[src/rtl/tl_d_resp_sched_if.sv]
// Bundle of the request-FIFO, memory-read and TileLink D-channel signals
// seen by the response scheduler.
interface tl_d_resp_sched_if;
    logic [36:0] i_request;
    logic        i_empty_FIFO_request;
    logic        o_pop_request;
    logic        o_ren;
    logic [32:0] o_raddr;
    logic [63:0] i_rdata;
    logic        s_d_valid;
    logic        s_d_ready;
    logic [73:0] o_d_header;
    logic        o_err_drop;
    logic        o_busy;

    modport slave (
        input  i_request, i_empty_FIFO_request, i_rdata, s_d_ready,
        output o_pop_request, o_ren, o_raddr, s_d_valid, o_d_header,
        o_err_drop, o_busy
    );

    modport master (
        output i_request, i_empty_FIFO_request, i_rdata, s_d_ready,
        input  o_pop_request, o_ren, o_raddr, s_d_valid, o_d_header,
        o_err_drop, o_busy
    );
endinterface

[src/rtl/tl_d_resp_sched.sv]
// TileLink D-channel response scheduler: pops one request at a time, reads Get
// data beat by beat and returns AccessAck / AccessAckData with valid/ready.
module tl_d_resp_sched #(
    parameter int band_width = 3,
    parameter int MAX_SIZE   = 6
) (
    input  logic             clk,
    input  logic             rst_n,
    tl_d_resp_sched_if.slave bus
);
    typedef enum logic [2:0] {
        S_IDLE,
        S_ACK,
        S_RD,
        S_WAIT,
        S_DATA
    } state_t;

    localparam int BEAT_LOG = (MAX_SIZE > band_width) ? MAX_SIZE - band_width : 0;
    localparam int K_W      = (BEAT_LOG > 0) ? BEAT_LOG : 1;

    state_t         state_reg, state_next;
    logic [K_W-1:0] k_reg, k_next;
    logic [36:0]    req_reg, req_next;
    logic [63:0]    data_reg, data_next;
    logic           err_drop_reg, err_drop_next;

    logic [2:0]     req_op;
    logic [2:0]     req_size;
    logic [3:0]     req_mark;
    logic [26:0]    req_addr;
    logic [2:0]     head_op;
    logic [2:0]     sz;
    logic [3:0]     beat_log;
    logic [K_W-1:0] last_mask;
    logic           last_beat;
    logic [5:0]     offset;

    logic           pop_c;
    logic           ren_c;
    logic           valid_c;
    logic [73:0]    header_c;

    assign req_op   = req_reg[36:34];
    assign req_size = req_reg[33:31];
    assign req_mark = req_reg[30:27];
    assign req_addr = req_reg[26:0];
    assign head_op  = bus.i_request[36:34];

    assign sz       = (req_size > 3'(MAX_SIZE)) ? 3'(MAX_SIZE) : req_size;
    assign beat_log = ({1'b0, sz} > 4'(band_width)) ? ({1'b0, sz} - 4'(band_width)) : 4'd0;

    // Index of the final beat is a run of beat_log ones.
    generate
        for (genvar gi = 0; gi < K_W; gi++) begin : g_last_mask
            assign last_mask[gi] = (beat_log > 4'(gi));
        end
    endgenerate

    assign last_beat = (k_reg == last_mask);
    assign offset    = 6'(32'(k_reg) << band_width);

    always_ff @(posedge clk) begin
        if (!rst_n) begin
            state_reg    <= S_IDLE;
            k_reg        <= '0;
            req_reg      <= '0;
            data_reg     <= '0;
            err_drop_reg <= 1'b0;
        end else begin
            state_reg    <= state_next;
            k_reg        <= k_next;
            req_reg      <= req_next;
            data_reg     <= data_next;
            err_drop_reg <= err_drop_next;
        end
    end

    always_comb begin
        state_next    = state_reg;
        k_next        = k_reg;
        req_next      = req_reg;
        data_next     = data_reg;
        err_drop_next = 1'b0;
        pop_c         = 1'b0;
        ren_c         = 1'b0;
        valid_c       = 1'b0;
        header_c      = '0;
        case (state_reg)
            S_IDLE: begin
                k_next = '0;
                if (!bus.i_empty_FIFO_request) begin
                    pop_c    = 1'b1;
                    req_next = bus.i_request;
                    case (head_op)
                        3'b000:  state_next = S_ACK;
                        3'b001:  state_next = S_RD;
                        default: err_drop_next = 1'b1;
                    endcase
                end
            end
            S_ACK: begin
                valid_c  = 1'b1;
                header_c = {3'd0, sz, req_mark, 64'd0};
                if (bus.s_d_ready) begin
                    state_next = S_IDLE;
                end
            end
            S_RD: begin
                ren_c      = 1'b1;
                state_next = S_WAIT;
            end
            S_WAIT: begin
                data_next  = bus.i_rdata;
                state_next = S_DATA;
            end
            S_DATA: begin
                valid_c  = 1'b1;
                header_c = {3'd1, sz, req_mark, data_reg};
                if (bus.s_d_ready) begin
                    if (last_beat) begin
                        state_next = S_IDLE;
                    end else begin
                        k_next     = k_reg + K_W'(1);
                        state_next = S_RD;
                    end
                end
            end
            default: state_next = S_IDLE;
        endcase
    end

    // Strobes are suppressed while reset is held, even before the first reset edge.
    assign bus.o_pop_request = pop_c & rst_n;
    assign bus.o_ren         = ren_c & rst_n;
    assign bus.s_d_valid     = valid_c & rst_n;
    assign bus.o_d_header    = rst_n ? header_c : 74'd0;
    assign bus.o_raddr       = {req_addr, offset};
    assign bus.o_err_drop    = err_drop_reg;
    assign bus.o_busy        = (state_reg != S_IDLE);

    logic unused_ok;
    assign unused_ok = ^req_op;
endmodule

[src/flat_wrapper.sv]
// flat-port wrapper written by rule: the top's interface ports become plain ports
module tl_d_resp_sched_flat 
#(
    parameter int band_width = 3,
    parameter int MAX_SIZE   = 6
)
  (clk, rst_n, bus_i_request, bus_i_empty_FIFO_request, bus_i_rdata, bus_s_d_ready, bus_o_pop_request, bus_o_ren, bus_o_raddr, bus_s_d_valid, bus_o_d_header, bus_o_err_drop, bus_o_busy);
  tl_d_resp_sched_if bus_i ();
  input  logic clk;
  input  logic rst_n;
  input wire logic [$bits(bus_i.i_request)-1:0] bus_i_request;
  input wire logic [$bits(bus_i.i_empty_FIFO_request)-1:0] bus_i_empty_FIFO_request;
  input wire logic [$bits(bus_i.i_rdata)-1:0] bus_i_rdata;
  input wire logic [$bits(bus_i.s_d_ready)-1:0] bus_s_d_ready;
  output wire logic [$bits(bus_i.o_pop_request)-1:0] bus_o_pop_request;
  output wire logic [$bits(bus_i.o_ren)-1:0] bus_o_ren;
  output wire logic [$bits(bus_i.o_raddr)-1:0] bus_o_raddr;
  output wire logic [$bits(bus_i.s_d_valid)-1:0] bus_s_d_valid;
  output wire logic [$bits(bus_i.o_d_header)-1:0] bus_o_d_header;
  output wire logic [$bits(bus_i.o_err_drop)-1:0] bus_o_err_drop;
  output wire logic [$bits(bus_i.o_busy)-1:0] bus_o_busy;
  assign bus_i.i_request = bus_i_request;
  assign bus_i.i_empty_FIFO_request = bus_i_empty_FIFO_request;
  assign bus_i.i_rdata = bus_i_rdata;
  assign bus_i.s_d_ready = bus_s_d_ready;
  assign bus_o_pop_request = bus_i.o_pop_request;
  assign bus_o_ren = bus_i.o_ren;
  assign bus_o_raddr = bus_i.o_raddr;
  assign bus_s_d_valid = bus_i.s_d_valid;
  assign bus_o_d_header = bus_i.o_d_header;
  assign bus_o_err_drop = bus_i.o_err_drop;
  assign bus_o_busy = bus_i.o_busy;
  tl_d_resp_sched #(.band_width(band_width), .MAX_SIZE(MAX_SIZE)) u_core (.clk(clk), .rst_n(rst_n), .bus(bus_i));
endmodule
[config.mk]
export PLATFORM = sky130hd
export DESIGN_NAME = tl_d_resp_sched_flat
export DESIGN_NICKNAME = d
export VERILOG_FILES = /design/src/rtl/tl_d_resp_sched_if.sv /design/src/rtl/tl_d_resp_sched.sv /design/src/flat_wrapper.sv
export SDC_FILE = /design/constraint.sdc
export NUM_CORES = 1
export LEC_CHECK = 0
export ABC_AREA = 0
export CAP_MARGIN = 15
export CORE_UTILIZATION = 34
export CTS_CLUSTER_SIZE = 14
export DETAILED_ROUTE_END_ITERATION = 6
export PLACE_DENSITY = 0.77
export SLEW_MARGIN = 20
export SYNTH_ARGS = -nofsm -noshare
export SYNTH_HDL_FRONTEND = slang
export SYNTH_SLANG_ARGS = --single-unit
[constraint.sdc]
create_clock -name clk -period 4.28 [get_ports clk]
set_input_delay 0.428 -clock clk [delete_from_list [all_inputs] [get_ports clk]]
set_output_delay 0.428 -clock clk [all_outputs]
set_load 0.005 [all_outputs]
==> flow_summary_export.csv <==
group,metric,value,unit
clock_network,cts_root_buf,"clkbuf_16",
worst_hold_path,min_path_cells,2,
worst_setup_path,r2r-end,"u_core.data_reg[41]",
worst_setup_path,path_max_fanout,65,
worst_setup_path,worstPathArrival,2.53,ns
global_route,antenna_found_initial,0,
timing,slew_headroom,36.76,%
timing,holdWs,0.4483,ns
placement,finalWeightedCongestion,0.7446,
clock_network,cts.clk_slew.worst_paths,0.07,ns
timing,rsz0062_at_grt,"no",
clock_network,cts_sinks,105,
flow_run,maxCapViolCount,0,
worst_setup_path,critPathKind,"in -> out",
worst_hold_path,min_from,"u_core.req_reg[30]",
finish,largest_reg_flops,64,
worst_setup_path,ff2ff_setup_slack,2.14,ns
drt,routed_wl,12140,um
drt,vias_per_cell,4.481,
timing,fin_tns_setup,0,ns
global_route,gr-total-overflow,0,
global_route,grt_usage,16.18,%
timing,fin_crit_sh,69.02,%
timing,fin_crit,2.954,ns
finish,finalInstanceArea,7023,um2
worst_setup_path,end_kind,"output pin",
placement,dpl.hpwl,8319,um
timing,slew_violations,0,
worst_setup_path,critPathRequiredTime,3.85,ns
finish,final_common_cell,"clkdlybuf4s50_1",
die,io_pins,217,
die,die_h,121.1,um
drt,drt_iter0_markers,217,
finish,drive_gt1_share,3.175,%
clock_network,postCtsHoldBufs,0,
global_route,grt_pass1_wl,18760,um
drt,drt_first_pass_iters,4,
die,die-area,14660,um2
finish,diodes,0,
finish,syn_to_final_growth,45.72,%
worst_hold_path,holdPathEnd,"u_core.req_reg[30]",
placement,place_area,6748,um2
die,core,13880,um2
finish,fillers,1370,
yosys,synth_seq_cells,105,
finish,finalNetCount,858,
clock_network,cts_resized,0,
clock_network,cts_tree,"done",
clock_network,cts_buffers,9,
clock_network,postCtsSetupRepairBufs,0,
yosys,ys_seq_area_share,43.61,%
timing,hold_viol,0,
finish,final_cells,936,
global_route,grt_max_degree,78,
worst_setup_path,cp-start-kind,"primary input",
global_route,grt_pass1_vias,3705,
timing,skew,0.007457,ns
yosys,syn_inst,597,
yosys,synth-warning-count,0,
power_and_ir_drop,leakagePower,2.513,nW
placement,portBuffers,211,
die,die_w,121.1,um
yosys,netlist_area,4820,um2
timing,worstMarginPinSlew,0.9466,ns
drt,antenna_left,0,
clock_network,insertion_delay,0.34,ns
clock_network,cts_max_level,3,
yosys,yosysUniqueCellTypes,37,
status,run_status,"finished clean",
power_and_ir_drop,p_total,2.022,mW
timing,max_freq,338.5,MHz
drt,drc,0,
drt,vias,4194,
drt,avgRoutedWirePerCell,12.97,um
worst_setup_path,reg2reg_depth,4,
yosys,syn_area_per_cell,8.073,um2
power_and_ir_drop,peakVddDrop,216.4,uV
finish,mostFrequentLayoutCells,"clkdlybuf4s50_1, nand2_1, dfxtp_1, and2_1, a21boi_0",
die,start_util,34.72,%
power_and_ir_drop,powerDensity,287.9,nW/um2
placement,place_inst,920,
clock_network,clk_path_buf_depth,2,
worst_setup_path,r2r-start,"u_core.state_reg[2]",
timing,final-setup-viol-count,0,
die,rows,43,
worst_hold_path,hold_path.class,"reg -> reg",
[synthesized netlist by cell type, drive strengths merged]
cell type / instances / area, um2
conb: 1 / 3.750
nor3: 1 / 5.000
nor4bb: 1 / 10.01
a311oi: 1 / 8.760
o31ai: 1 / 7.510
o21ai: 3 / 15.01
nand2: 198 / 743.2
mux2i: 3 / 30.03
nor2: 3 / 18.77
nor4: 1 / 6.260
a31oi: 2 / 12.51
o22ai: 1 / 6.260
and2: 72 / 450.4
ha: 2 / 25.02
a21boi: 99 / 743.2
and3: 2 / 12.51
nand3: 3 / 15.01
o211ai: 1 / 7.510
or3: 1 / 6.260
and3b: 2 / 17.52
nand2b: 2 / 12.51
or2: 1 / 6.260
buf: 51 / 361.6
nor2b: 4 / 25.02
inv: 1 / 3.750
dfxtp: 105 / 2102
nand3b: 3 / 22.52
clkbuf: 26 / 97.59
a21oi: 2 / 10.01
xnor2: 3 / 26.28
nor3b: 1 / 7.510
[critical path, stage by stage]
cell and delay, ns:
buf_2 0.42, and3_2 0.87, and2_1 0.24, clkdlybuf4s50_1 0.52
[worst max path at each step]
stage	from	end	slack [ns]	cells after the start
after floorplan	rst_n	bus_o_d_header[68]	2.50	3
after global placement	rst_n	bus_o_d_header[42]	1.27	4
after detailed placement	rst_n	bus_o_d_header[42]	1.25	4
after CTS	rst_n	bus_o_d_header[46]	1.25	4
after global routing	u_core.state_reg[2]	bus_o_d_header[67]	1.06	4
final	rst_n	bus_o_d_header[46]	1.33	4
[kinds of logic (layout without fill, tap and decap cells)]
group / after synthesis / count (layout) / synth area share [%]
AO/OA/AOI/OAI: 110 / 110 / 16.82
XOR/XNOR: 3 / 3 / 0.5453
adder cells (fa/ha/maj): 2 / 2 / 0.5191
buffers and inverters: 78 / 233 / 9.605
flip-flops: 105 / 105 / 43.61
multiplexers: 3 / 3 / 0.6231
other: 1 / 5 / 0.07781
AND/OR/NAND/NOR: 295 / 295 / 28.19
[power by group]
group	switching, mW	total, mW	internal, mW
logic	0.0812	0.232	0.151
clock network	0.348	0.773	0.424
registers	0.0145	1.02	1.00
total	0.444	2.02	1.58
[metrics by stage]
stage	worst slack, ns	utilization, %
3_5_place_dp	1.252	48.61
2_1_floorplan	2.501	-
5_1_grt	1.060	50.59
4_1_cts	1.250	50.59
6_report	1.326	50.59
3_3_place_gp	1.273	48.61
[per-layer routing]
metal / wire length (um) / up-vias / share of wire [%] / track usage [%]
li1: - / 2172 / - / -
met1: 5571 / 1902 / 46 / 20.98
met2: 5879 / 106 / 48 / 26.71
met3: 458 / 14 / 3.8 / 2.397
met4: 233 / 0 / 1.9 / 6.713
met5: 0 / - / 0 / 0
[layout make-up]
type | count | area, um2 | area share [%]
inverter | 1 | 3.754 | 0.05345
clock inverter | 3 | 15.01 | 0.2138
multi-input combinational | 418 | 2272 | 32.35
tap | 180 | 225.2 | 3.207
sequential | 105 | 2102 | 29.93
timing repair buffer | 216 | 2145 | 30.54
clock buffer | 13 | 260.3 | 3.706
Note: power is estimated with default switching activity, not from simulation.
